## config.mk

```make
export PLATFORM = sky130hd
export DESIGN_NAME = counter_arbiter
export DESIGN_NICKNAME = d
export VERILOG_FILES = /design/src/rtl/counter_arbiter.sv
export SDC_FILE = /design/constraint.sdc
export NUM_CORES = 1
export LEC_CHECK = 0
export ABC_AREA = 1
export CORE_ASPECT_RATIO = 0.75
export CORE_MARGIN = 2
export CORE_UTILIZATION = 50
export CTS_CLUSTER_DIAMETER = 60
export DETAILED_ROUTE_END_ITERATION = 10
export DONT_BUFFER_PORTS = 1
export GPL_TIMING_DRIVEN = 0
export PLACE_DENSITY = 0.66
export SLEW_MARGIN = 15
export SYNTH_ARGS = -nofsm -noshare
export SYNTH_HDL_FRONTEND = slang
export SYNTH_SLANG_ARGS = --single-unit
```

## constraint.sdc

```tcl
create_clock -name clk -period 2.2 [get_ports clk]
set_clock_uncertainty 0.15 [all_clocks]
set_input_delay 0.11 -clock clk [delete_from_list [all_inputs] [get_ports clk]]
set_output_delay 0.11 -clock clk [all_outputs]
set_load 0.01 [all_outputs]
```

## src/rtl/counter_arbiter.sv

```systemverilog
// Two-requester round-robin arbiter that hands a shared up-counter to one requester at a time.
// Optional macro COUNTER_ARB_ABORT_EN lets the owner abandon its run by dropping req during RUN.
module counter_arbiter #(
   parameter int unsigned NREQ = 2,
   parameter int unsigned CW   = 4
) (
   input  logic            clk,
   input  logic            rst,
   input  logic [NREQ-1:0] req,
   input  logic [CW-1:0]   len0,
   input  logic [CW-1:0]   len1,
   output logic [NREQ-1:0] gnt,
   output logic            busy,
   output logic [CW-1:0]   count,
   output logic [NREQ-1:0] done
);

   typedef enum logic [1:0] {
      IDLE = 2'd0,
      RUN  = 2'd1,
      DONE = 2'd2
   } state_t;

   state_t          state;
   state_t          state_nxt;

   logic            owner;
   logic            owner_nxt;
   logic            ptr;
   logic            ptr_nxt;
   logic [CW-1:0]   limit;
   logic [CW-1:0]   limit_nxt;
   logic [CW-1:0]   count_nxt;
   logic [NREQ-1:0] gnt_nxt;
   logic [NREQ-1:0] done_nxt;

   logic            win;
   logic            abort;
   logic            at_limit;

   function automatic logic [NREQ-1:0] onehot(input logic idx);
      onehot = NREQ'(1) << idx;
   endfunction

   // Round-robin pick: ptr breaks ties, a lone requester always wins.
   always_comb begin
      win = 1'b0;
      if (req[0] && req[1]) begin
         win = ptr;
      end else if (req[1]) begin
         win = 1'b1;
      end
   end

`ifdef COUNTER_ARB_ABORT_EN
   assign abort = ~req[owner];
`else
   assign abort = 1'b0;
`endif

   assign at_limit = (count == limit);
   assign busy     = (state == RUN) || (state == DONE);

   // State register.
   always_ff @(posedge clk or negedge rst) begin
      if (!rst) begin
         state <= IDLE;
      end else begin
         state <= state_nxt;
      end
   end

   // Next-state logic; abort outranks reaching the limit.
   always_comb begin
      state_nxt = state;
      case (state)
         IDLE: begin
            if (|req) begin
               state_nxt = RUN;
            end
         end
         RUN: begin
            if (abort) begin
               state_nxt = IDLE;
            end else if (at_limit) begin
               state_nxt = DONE;
            end
         end
         DONE:    state_nxt = IDLE;
         default: state_nxt = IDLE;
      endcase
   end

   // Next values for every registered output and datapath register.
   always_comb begin
      gnt_nxt   = gnt;
      done_nxt  = '0;
      count_nxt = count;
      limit_nxt = limit;
      ptr_nxt   = ptr;
      owner_nxt = owner;
      case (state)
         IDLE: begin
            if (|req) begin
               owner_nxt = win;
               limit_nxt = win ? len1 : len0;
               count_nxt = '0;
               gnt_nxt   = onehot(win);
            end
         end
         RUN: begin
            if (abort) begin
               gnt_nxt   = '0;
               count_nxt = '0;
               ptr_nxt   = ~owner;
            end else if (at_limit) begin
               done_nxt  = onehot(owner);
            end else begin
               count_nxt = count + CW'(1);
            end
         end
         DONE: begin
            gnt_nxt = '0;
            ptr_nxt = ~owner;
         end
         default: begin
            gnt_nxt   = '0;
            count_nxt = '0;
         end
      endcase
   end

   // Output and datapath registers.
   always_ff @(posedge clk or negedge rst) begin
      if (!rst) begin
         gnt   <= '0;
         done  <= '0;
         count <= '0;
         limit <= '0;
         ptr   <= 1'b0;
         owner <= 1'b0;
      end else begin
         gnt   <= gnt_nxt;
         done  <= done_nxt;
         count <= count_nxt;
         limit <= limit_nxt;
         ptr   <= ptr_nxt;
         owner <= owner_nxt;
      end
   end

endmodule

```

# Yosys cells after proc, flatten, opt, wreduce, memory -nomap -nowiden
# Cells that the tools add are included.
word_totals:
  regBits: 16
  latchBits: 0
  ram_bits: 0
  rom_bits: 0
  output_inout_bits: 9
  word_cells: 40
  mem_count: 0
classes:
  add_sub_neg: 1
  n_mul: 0
  div: 0
  n_lt_le_gt_ge: 0
  eq_ne: 6
  shift: 2
  n_mux: 13
  n_bitwise: 3
  n_reduce_logical: 8
ops:
  columns: ["cell", "n"]
  rows:
  - ["$mux W4", 3]
  - ["$pmux W4 S3", 1]
  - ["$mux W2", 5]
  - ["$pmux W2 S2", 2]
  - ["$ne A2 B2 Y1 const B", 3]
  - ["$reduce_and A2 Y1", 3]
  - ["$add A4 B1 Y4 const B", 1]
  - ["$eq A4 B4 Y1", 1]
  - ["$shl A1 B1 Y2 const A", 2]
  - ["$not A1 Y1", 3]
  - ["$reduce_and A3 Y1", 1]
  - ["$eq A2 B1 Y1 const B", 1]
  - ["$eq A2 B2 Y1 const B", 1]
  - ["$logic_not A2 Y1", 1]
  - ["$mux W1", 2]
  - ["$reduce_or A2 Y1", 1]
  - ["$logic_and A1 B1 Y1", 1]
  - ["$logic_or A1 B1 Y1", 1]

# Logic depth before layout (Yosys ltp)
# Gate-level depths: netlist (run 1).
depth:
  word_depth: 5
  mapped_depth: 8
  depth_no_buf: 8

# Worst setup path before layout (run 1)
# OpenSTA, ideal clock, no wires.
synth_timing:
  path_kind: "reg-to-reg"
  start: "reg state[0]"
  end: "reg limit[0]"
  arrival_time_ps: 1182
  required_time_ps: 1968
  path_slack_ps: 785
  path_stages_with_launch: 7
  n_path_buf: 0
  period_less_slack_ps: 1415
  path_cell_list: "dfrtp_1 inv_1 ha_1 inv_1 a21oi_4 o21ai_0 o22ai_1"
synth_between:
  elab_chain_cells: 2
synth_rtl:
  columns: ["item", "line_no", "source"]
  rows:
  - ["start, declared", "24", "state_t state;"]
  - ["start signal, assigned", "69", "state <= state_nxt;"]
  - ["$logic_not A2 Y1", "102", "case (state)"]
  - ["$reduce_and A2 Y1 (no source line)", null, null]
  - ["end signal, assigned", "146", "limit <= limit_nxt;"]
  - ["end, declared", "31", "logic [CW-1:0] limit;"]
# Every way passes these cells.
# A chain may end at the register's enable or synchronous reset.

# Worst setup path after layout (run 1)
layout_timing:
  start: "reg ptr"
  end: "reg limit[3]"
layout_between:
  elab_chain_cells: 2
layout_rtl:
  columns: ["item", "line_no", "source"]
  rows:
  - ["start, declared", "29", "logic ptr;"]
  - ["start signal, assigned", "147", "ptr <= ptr_nxt;"]
  - ["$mux W1", "48", "if (req[0] && req[1]) begin"]
  - ["$mux W4", "106", "limit_nxt = win ? len1 : len0;"]
# Every way passes these cells.

==> results_dict.tcl, run 1 <==
set metrics [dict create \
    antenna_found_initial 0 \
    finalSetupViolCount 0 \
    whs_path_depth 3 \
    grt_util_met3_pct 7.299 \
    finalWorstSetupSlack_ns 0.08005 \
    cp_num_cells 5 \
    required_ns 2.28 \
    die_height_um 40.69 \
    fin_area_um2 1159 \
    yosys_warnings 0 \
    wire_per_inst_um 12.71 \
    maxSlewHeadroom_pct 51.85 \
    fin_setup_tns_ns 0 \
    p_leak_nw 0.5910 \
    die_x_um 52.91 \
    p_sw_share_pct 41.47 \
    path_cells "o21ai_4 -> nor2_1 -> dlygate4sd3_1 -> o22ai_1 -> dlygate4sd3_1" \
    crit_top_cell "dlygate4sd3_1" \
    dieArea_um2 2153 \
    period_needed_ns 2.120 \
    post-place-ws_ns 0.6185 \
    tightest_slew_ns 0.7198 \
    combPwrFrac_pct 50.1 \
    ys_seq_elements 16 \
    worstSetupPathType "flip-flop to flip-flop" \
    synth.area.top_cells "dfrtp_1 (45%), nand2_1 (12%), ha_1 (7.0%)" \
    drive_gt1_share_pct 15.75 \
    netlist.area_leader.share_pct 44.63 \
    worstRegToRegCells 5 \
    run_status "finished, final reports clean" \
    fill_cells 140 \
    synth_cell_type_count 20 \
    row_count 13 \
    dp_hpwl_um 1237 \
    total_power_mw 1.386 \
    clock-root-buffer "clkbuf_4" \
    drtAntennaViolNets 0 \
    layout.nets 145 \
    synth_area_um2 897.1 \
    clk_latency_ns 0.28 \
    grtUsageTotal_pct 20.41 \
    diodes 0 \
    irDropWorstVdd_mv 0.7612 \
    seq_power_share_pct 36.1 \
    yosysSeqAreaShare_pct 44.63 \
    grt_util_met2_pct 32.81 \
    slew_violations 0 \
    io_pins 21 \
    final_core_util_pct 67.84 \
    clock_sinks 16 \
    dr.pass1.iters 4 \
    max_freq_ghz 0.4717 \
    dp.cells 127 \
    whs_ns 0.01810 \
    num_vias 724 \
    worstPathMaxFanout 5 \
    finalNonFillerCells 149 \
    grt_overflow_total 0 \
    yosysTopAreaCell "dfrtp_1" \
    syn_avg_cell_area_um2 8.544 \
    wl_um 1894 \
    area_growth_pct 29.15 \
    placed_area_um2 924.6 \
    htree_levels 1 \
    start_kind "flip-flop" \
    viasPerCell 4.859 \
    async_reset_ff_share_pct 100.0 \
    p_switching_mw 0.5748 \
    grt_max_degree 17 \
    power_density_nw_per_um2 1196 \
    place.gp.congestion 0.8109 \
    clkPwrFrac_pct 13.8 \
    period_share_pct 96.36 \
    initial_core_util_pct 52.53 \
    grt_pass1_vias 644 \
    met1_usage_pct 26.35 \
    cp_slowest_cell "dlygate4sd3_1" \
    hold_viol 0 \
    critical_path_buf_inv_count 2 \
    drc 0 \
    core-area_um2 1708 \
    clk_pin_slew_ns 0.09 \
    critPathArrivalTime_ns 2.20 \
    grt.busiest_layer "met2" \
    grt_first_pass_wirelength_um 3001 \
    syn_inst 105 \
    portBuffers 0 \
    path_delay_family "buffers and inverters" \
    synthTopCellsByCount "nand2_1 (29), dfrtp_1 (16), inv_1 (16)" \
    cts_inserted_buffers 3 \
    endpoint_kind "flip-flop" \
    min_path_type "input pin to flip-flop" \
    clockBufferDepth 2 \
    cts_tree "yes" \
    synth_flop_cell "dfrtp_1" \
    drt-initial-drc-count 10 \
    yosysMostFrequentCell "nand2_1" \
    maxCapViolCount 0 \
    cpPeakStageDelay_ns 0.56 \
    synth_edf_count 0 \
    intPower_mw 0.8113 \
    mappedNetlistNets 122 \
]
[what timing repair did]
| item | 4_1_cts | 5_1_grt |
|---|---|---|
| resized for setup | 0 | 6 |
| endpoints found under the hold margin | 20 | 1 |
| setup endpoints to repair | 0 | 3 |
| buffers inserted | 0 | 5 |
| hold buffers | 13 | 1 |
[worst register-to-register path, delay by kind of cell, from the launching register on]
family                 cells  cell delay, ns
and+or+nand+nor            1            0.07
buffers and inverters      2            1.12
AOI/OAI and AO/OA          2            0.29
DFF                        1            0.45
[layout by cell type (no fill, tap or decap), types with 2 or more instances in the layout]
cell type,instances
nor2_4,2
dlygate4sd3_1,12
nand3_1,5
dfrtp_1,15
clkbuf_4,3
buf_4,5
nor2_1,9
nand2_1,29
o22ai_1,3
nand4_1,3
ha_1,4
inv_1,16
o21ai_0,6
[layout make-up]
type / count / area [um2] / share of cell area (%)
Sequential cell: 16 / 401.6 / 34.67
Multi-Input combinational cell: 73 / 462.9 / 39.96
Timing Repair Buffer: 18 / 170.2 / 14.69
Clock buffer: 4 / 36.28 / 3.132
Inverter: 16 / 60.06 / 5.184
Tap cell: 22 / 27.53 / 2.376
[per-layer routing]
layer | vias to the layer above | wire length [um]
li1 | 381 | -
met1 | 320 | 915
met2 | 21 | 868
met3 | 2 | 96
met4 | 0 | 12
met5 | - | 0
[worst paths after layout]
path | start | to | slack, ns
hold / removal | req[1] | gnt[0]$_DFFE_PN0P_ | 0.02
setup / recovery | ptr$_DFFE_PN0P_ | limit[3]$_DFFE_PN0P_ | 0.08
setup reg to reg | ptr$_DFFE_PN0P_ | limit[3]$_DFFE_PN0P_ | 0.08
hold reg to reg | owner$_DFFE_PN0P_ | done[0]$_DFF_PN0_ | 0.31
min in group asynchronous | rst | limit[0]$_DFFE_PN0P_ | 0.16
max in group asynchronous | rst | ptr$_DFFE_PN0P_ | 1.23
[state kept, by name, summed over array words and instances, names as in the netlist]
name and count:
gnt 2, owner 1, done 2, ptr 1, limit 4, count 4
state 2
[kinds of logic (layout without fill, tap and decap cells)]
kind of cell | after synthesis | in the layout | synth area share (%)
buffers and inverters | 16 | 38 | 6.695
adders and majority gates | 5 | 5 | 6.974
DFF | 16 | 16 | 44.63
AOI/OAI and AO/OA | 16 | 16 | 13.53
and+or+nand+nor | 51 | 51 | 27.20
xor gates and xnor gates | 1 | 1 | 0.9765
[power by group through the flow]
stage	logic [mW]	registers, mW	clock network (mW)
floorplan	0.461	0.477	0
global placement	0.530	0.495	0
detailed placement	0.540	0.498	0
CTS	0.613	0.494	0.201
global route	0.789	0.514	0.215
finish	0.694	0.501	0.191
Note: power is estimated with default switching activity, not from simulation.
==> inputs of run 2 (changes only) <==
- CORE_ASPECT_RATIO: 0.75 -> default
==> run 2 against run 1 <==
- non-clock buffer count fell by 5
- largest cell class unchanged
- critical endpoint is now limit[1]$_DFFE_PN0P_
- worst setup slack gained 0.43 ns
- first-iteration DRC count down 10%
- die area fell by 0.16%
- clock power up 4%
- via count rose by 3.7%
- critical path depth shrank 1
- highest routed layer unchanged
- cell area decreased by 5.5%
==> results_dict.tcl, run 2 (synthesis results as in run 1) <==
set metrics [dict create \
    run_status "finished, final reports clean" \
    critPathArrivalTime_ns 1.75 \
    rsz0062_at_grt "no" \
    met1_usage_pct 22.54 \
    reg.largest.list "count: 4 flops, limit: 4 flops" \
    viasPerCell 5.109 \
    htree_levels 1 \
    portBuffers 0 \
    maxSlewHeadroom_pct 52.80 \
    multi_input_area_um2 436.7 \
    grt_pass1_vias 686 \
    finalNonFillerCells 147 \
    grtUsageTotal_pct 18.92 \
    initial_core_util_pct 52.53 \
    clk_pin_slew_ns 0.10 \
    dr.pass1.iters 4 \
    start_kind "flip-flop" \
    cts_inserted_buffers 3 \
    dp.cells 130 \
    irDropWorstVdd_mv 0.6657 \
    grt.busiest_layer "met2" \
    fin_setup_tns_ns 0 \
    drc 0 \
    p_sw_share_pct 43.74 \
    dieArea_um2 2149 \
    core-area_um2 1708 \
    power_density_nw_per_um2 1161 \
    die_height_um 46.36 \
    wire_per_inst_um 12.38 \
    diodes 0 \
    final-seq-area_um2 400.4 \
    grt_util_met2_pct 33.06 \
    layout.nets 140 \
    clockBufferDepth 2 \
    wl_um 1820 \
    die_x_um 46.36 \
    layout_common_cells "nand2_1 (29), inv_1 (16), dfrtp_1 (16)" \
    dp_hpwl_um 1215 \
    r2r_slack_ns 0.51 \
    cts_setup_buffers 0 \
    grt_first_pass_wirelength_um 2884 \
    area_growth_pct 22.04 \
    worstPathMaxFanout 5 \
    slew_violations 0 \
    drt-initial-drc-count 9 \
    seq_power_share_pct 38.7 \
    fill_cells 146 \
    maxCapViolCount 0 \
    io_pins 21 \
    place.gp.congestion 0.7945 \
    clock_sinks 16 \
    worstSetupPathType "flip-flop to flip-flop" \
    max_freq_ghz 0.5929 \
    postCtsResizedCells 0 \
    antenna_found_initial 0 \
    combPwrFrac_pct 45.7 \
    hold_viol 0 \
    cts_tree "yes" \
    drtAntennaViolNets 0 \
    row_count 15 \
    p_switching_mw 0.5561 \
    clk_latency_ns 0.29 \
    num_vias 751 \
    required_ns 2.27 \
    grt_max_degree 17 \
    mostFrequentLayoutCell "nand2_1" \
    clkPwrFrac_pct 15.6 \
    tightest_slew_ns 0.7057 \
    period_needed_ns 1.687 \
    drive_gt1_share_pct 9.836 \
    finalSetupViolCount 0 \
    grt_util_met3_pct 3.922 \
    period_share_pct 76.66 \
    min_path_type "input pin to flip-flop" \
    hold_buffers 13 \
    endpoint_kind "flip-flop" \
    intPower_mw 0.7153 \
    clock-root-buffer "clkbuf_4" \
    p_leak_nw 0.5512 \
    grt_overflow_total 0 \
]
## run 2: final timing paths
path,from,to,cells after the start
max,ptr$_DFFE_PN0P_,limit[1]$_DFFE_PN0P_,4
min,req[1],gnt[0]$_DFFE_PN0P_,3
max reg2reg,ptr$_DFFE_PN0P_,limit[1]$_DFFE_PN0P_,4
min in group asynchronous,rst,done[1]$_DFF_PN0_,1
min reg2reg,owner$_DFFE_PN0P_,done[0]$_DFF_PN0_,1
max in group asynchronous,rst,count[0]$_DFFE_PN0P_,1
## run 2: cell type report
cell class                 count  area share (%)
clock buffer                   4           3.314
tap                           25           2.857
timing repair buffer          13           11.89
multi-input combinational     73           39.89
sequential                    16           36.57
inverter                      16           5.486
## run 2: through the flow
stage	utilization, %	setup WS (ns)	power (mW)	cell area, um2	hold WS (ns)
2_1_floorplan	-	0.7853	0.9384	897.1	-0.3356
3_3_place_gp	54.36	0.6626	1.021	928.4	-0.3351
3_5_place_dp	54.36	0.6104	1.041	928.4	-0.3351
4_1_cts	64.10	0.5215	1.268	1095	0.04725
5_1_grt	64.10	0.4284	1.373	1095	0.07624
6_report	64.10	0.5134	1.271	1095	0.05315
## run 2: critical path: stages, from the launching register on
cell and delay, ns:
dfrtp_1 0.41, o21ai_2 0.27, nor2_1 0.09, dlygate4sd3_1 0.57, o22ai_1 0.12
## run 2: power groups by stage
stage / registers, mW / logic (mW) / clock network, mW
floorplan: 0.477 / 0.461 / 0
global placement: 0.493 / 0.529 / 0
detailed placement: 0.496 / 0.546 / 0
CTS: 0.491 / 0.576 / 0.201
global route: 0.507 / 0.650 / 0.216
finish: 0.492 / 0.581 / 0.199
## run 2: routing by layer
layer,part of all wire (%),vias up
met5,0,-
met4,0.60,0
met3,3.6,3
met1,44,352
li1,-,375
met2,52,21
==> inputs of run 3 (changes only) <==
- PLACE_DENSITY: 0.66 -> 0.69
- clock period: 2.2 -> 1.35 ns (I/O delays scaled with it)
==> run 3 against run 2 <==
- the flow now finishes with violations (setup timing)
- final cell count rose by 1.4%
- via count rose by 3.3%
- combinational power is 120% higher
- utilization increased by 7.4 points
- highest routed layer unchanged
- worst setup slack lost 0.59 ns
- register-to-register slack lost 0.59 ns
- global-route usage is 3.7 points higher
- sequential cell count is the same
- total power rose by 93%
- clock-buffer cell count stayed put
- wire length up 19%
- first-iteration DRC count increased by 11%
==> results_dict.tcl, run 3 (synthesis results as in run 1) <==
set metrics [dict create \
    drive_gt1_share_pct 38.71 \
    clock_sinks 16 \
    die_x_um 46.36 \
    cts_tree "yes" \
    clock-root-buffer "clkbuf_4" \
    required_ns 1.42 \
    clk_pin_slew_ns 0.10 \
    clk_latency_ns 0.30 \
    grt_first_pass_wirelength_um 3325 \
    fin_area_um2 1221 \
    tightest_slew_ns 0.7556 \
    maxCapViolCount 0 \
    start_kind "flip-flop" \
    place.gp.congestion 0.7611 \
    diodes 0 \
    violations "setup timing" \
    critPathArrivalTime_ns 1.50 \
    cts_inserted_buffers 3 \
    num_vias 776 \
    finalNonFillerCells 149 \
    row_count 15 \
    mostFrequentLayoutCell "nand2_1" \
    maxSlewHeadroom_pct 49.46 \
    finalWorstSetupSlack_ns -0.07407 \
    placed_area_um2 930.9 \
    grt_overflow_total 0 \
    drtAntennaViolNets 0 \
    intPower_mw 1.346 \
    drt-initial-drc-count 10 \
    min_path_type "input pin to flip-flop" \
    startpoint "state[1]$_DFFE_PN0P_" \
    endpoint_kind "flip-flop" \
    seq_power_share_pct 34.0 \
    finalSetupViolCount 11 \
    clkPwrFrac_pct 13.6 \
    total_power_mw 2.449 \
    r2r_start "state[1]$_DFFE_PN0P_" \
    wire_per_inst_um 14.58 \
    irDropWorstVdd_mv 1.276 \
    p_leak_nw 0.5659 \
    wl_um 2172 \
    p_switching_mw 1.102 \
    hold_viol 0 \
    rsz0062_at_grt "yes" \
    area_growth_pct 36.12 \
    period_needed_ns 1.424 \
    dr.pass1.iters 4 \
    dp_hpwl_um 1323 \
    grtUsageTotal_pct 22.60 \
    worstSetupPathType "flip-flop to flip-flop" \
    antenna_found_initial 0 \
    reg.largest.list "count: 4 flops, limit: 4 flops" \
    portBuffers 0 \
    htree_levels 1 \
    period_share_pct 105.5 \
    clockBufferDepth 2 \
    core-area_um2 1708 \
    combPwrFrac_pct 52.4 \
    power_density_nw_per_um2 2005 \
    io_pins 21 \
    worstPathMaxFanout 5 \
    layout.nets 142 \
    layout_common_cells "nand2_1 (17), nand2_2 (12), dfrtp_1 (12)" \
    grt_pass1_vias 750 \
    min-delay-start "req[1]" \
    run_status "finished, violations left" \
    die_height_um 46.36 \
    drc 0 \
    grt_max_degree 17 \
    dp.cells 130 \
    dieArea_um2 2149 \
    initial_core_util_pct 52.53 \
    max_freq_ghz 0.7022 \
    p_sw_share_pct 45.01 \
    slew_violations 0 \
    viasPerCell 5.208 \
]
==> run 3: changes by cell type in the layout (fill, tap and decap cells not counted), moves of 6 or more <==
cell / before / now
inv_1: 16 / 10
inv_2: 0 / 6
nand2_1: 29 / 17
nand2_2: 1 / 12
==> run 3: layer usage <==
metal  share of wire, %  track usage [%]  vias to the layer above
met2                 54            41.39                       16
met4               0.92            8.571                        0
met1                 42            26.67                      377
met5                  0                0                        -
met3                3.3            2.353                        4
li1                   -                -                      379
==> run 3: through the flow <==
| stage | utilization (%) | hold slack, ns | setup slack (ns) | setup TNS (ns) |
|---|---|---|---|---|
| final | 71.50 | 0.09854 | -0.07407 | -0.2671 |
| after detailed placement | 54.51 | -0.3777 | -0.1933 | -1.565 |
| after CTS | 67.91 | 0.06613 | -0.01461 | -0.04549 |
| after global routing | 71.50 | 0.1277 | -0.1113 | -1.020 |
| after floorplan | - | -0.3781 | -0.02150 | -0.08873 |
| after global placement | 54.51 | -0.3777 | -0.1314 | -1.052 |
==> run 3: path summary, 6_finish.rpt <==
check	endpoint	cells after the start	slack [ns]
worst max-delay path	limit[2]$_DFFE_PN0P_	6	-0.07
worst max register to register	limit[2]$_DFFE_PN0P_	6	-0.07
max in group asynchronous	count[3]$_DFFE_PN0P_	1	0.41
worst min register to register	done[0]$_DFF_PN0_	1	0.34
worst min-delay path	owner$_DFFE_PN0P_	3	0.1
min in group asynchronous	count[2]$_DFFE_PN0P_	1	0.12
==> run 3: final cells by class <==
cell class | count | area [um2]
sequential | 16 | 405.4
tap | 25 | 31.28
clock buffer | 4 | 36.28
multi-input combinational | 74 | 545.5
timing repair buffer | 14 | 142.6
fill | 120 | 486.7
inverter | 16 | 60.06
==> run 3: timing repair <==
action,4_1_cts,5_1_grt
gates resized for setup,13,24
hold endpoints to repair,20,0
setup buffers,4,0
gates cloned,1,0
hold buffers,10,0
endpoints found under the setup margin,13,15
pin swaps,3,7
==> run 3: power groups by stage <==
stage | Clock, mW | Sequential, mW | Combinational [mW]
after detailed placement | 0 | 0.813 | 0.899
final | 0.334 | 0.833 | 1.28
after CTS | 0.334 | 0.804 | 1.13
after global routing | 0.353 | 0.851 | 1.40
after floorplan | 0 | 0.781 | 0.759
after global placement | 0 | 0.804 | 0.867
==> run 3: worst max-delay path, stage by stage, from the launching register on <==
cell     delay, ns
dfrtp_1       0.41
inv_2         0.12
ha_4          0.19
inv_2         0.07
a21oi_4       0.18
o21ai_1       0.11
o22ai_1       0.13
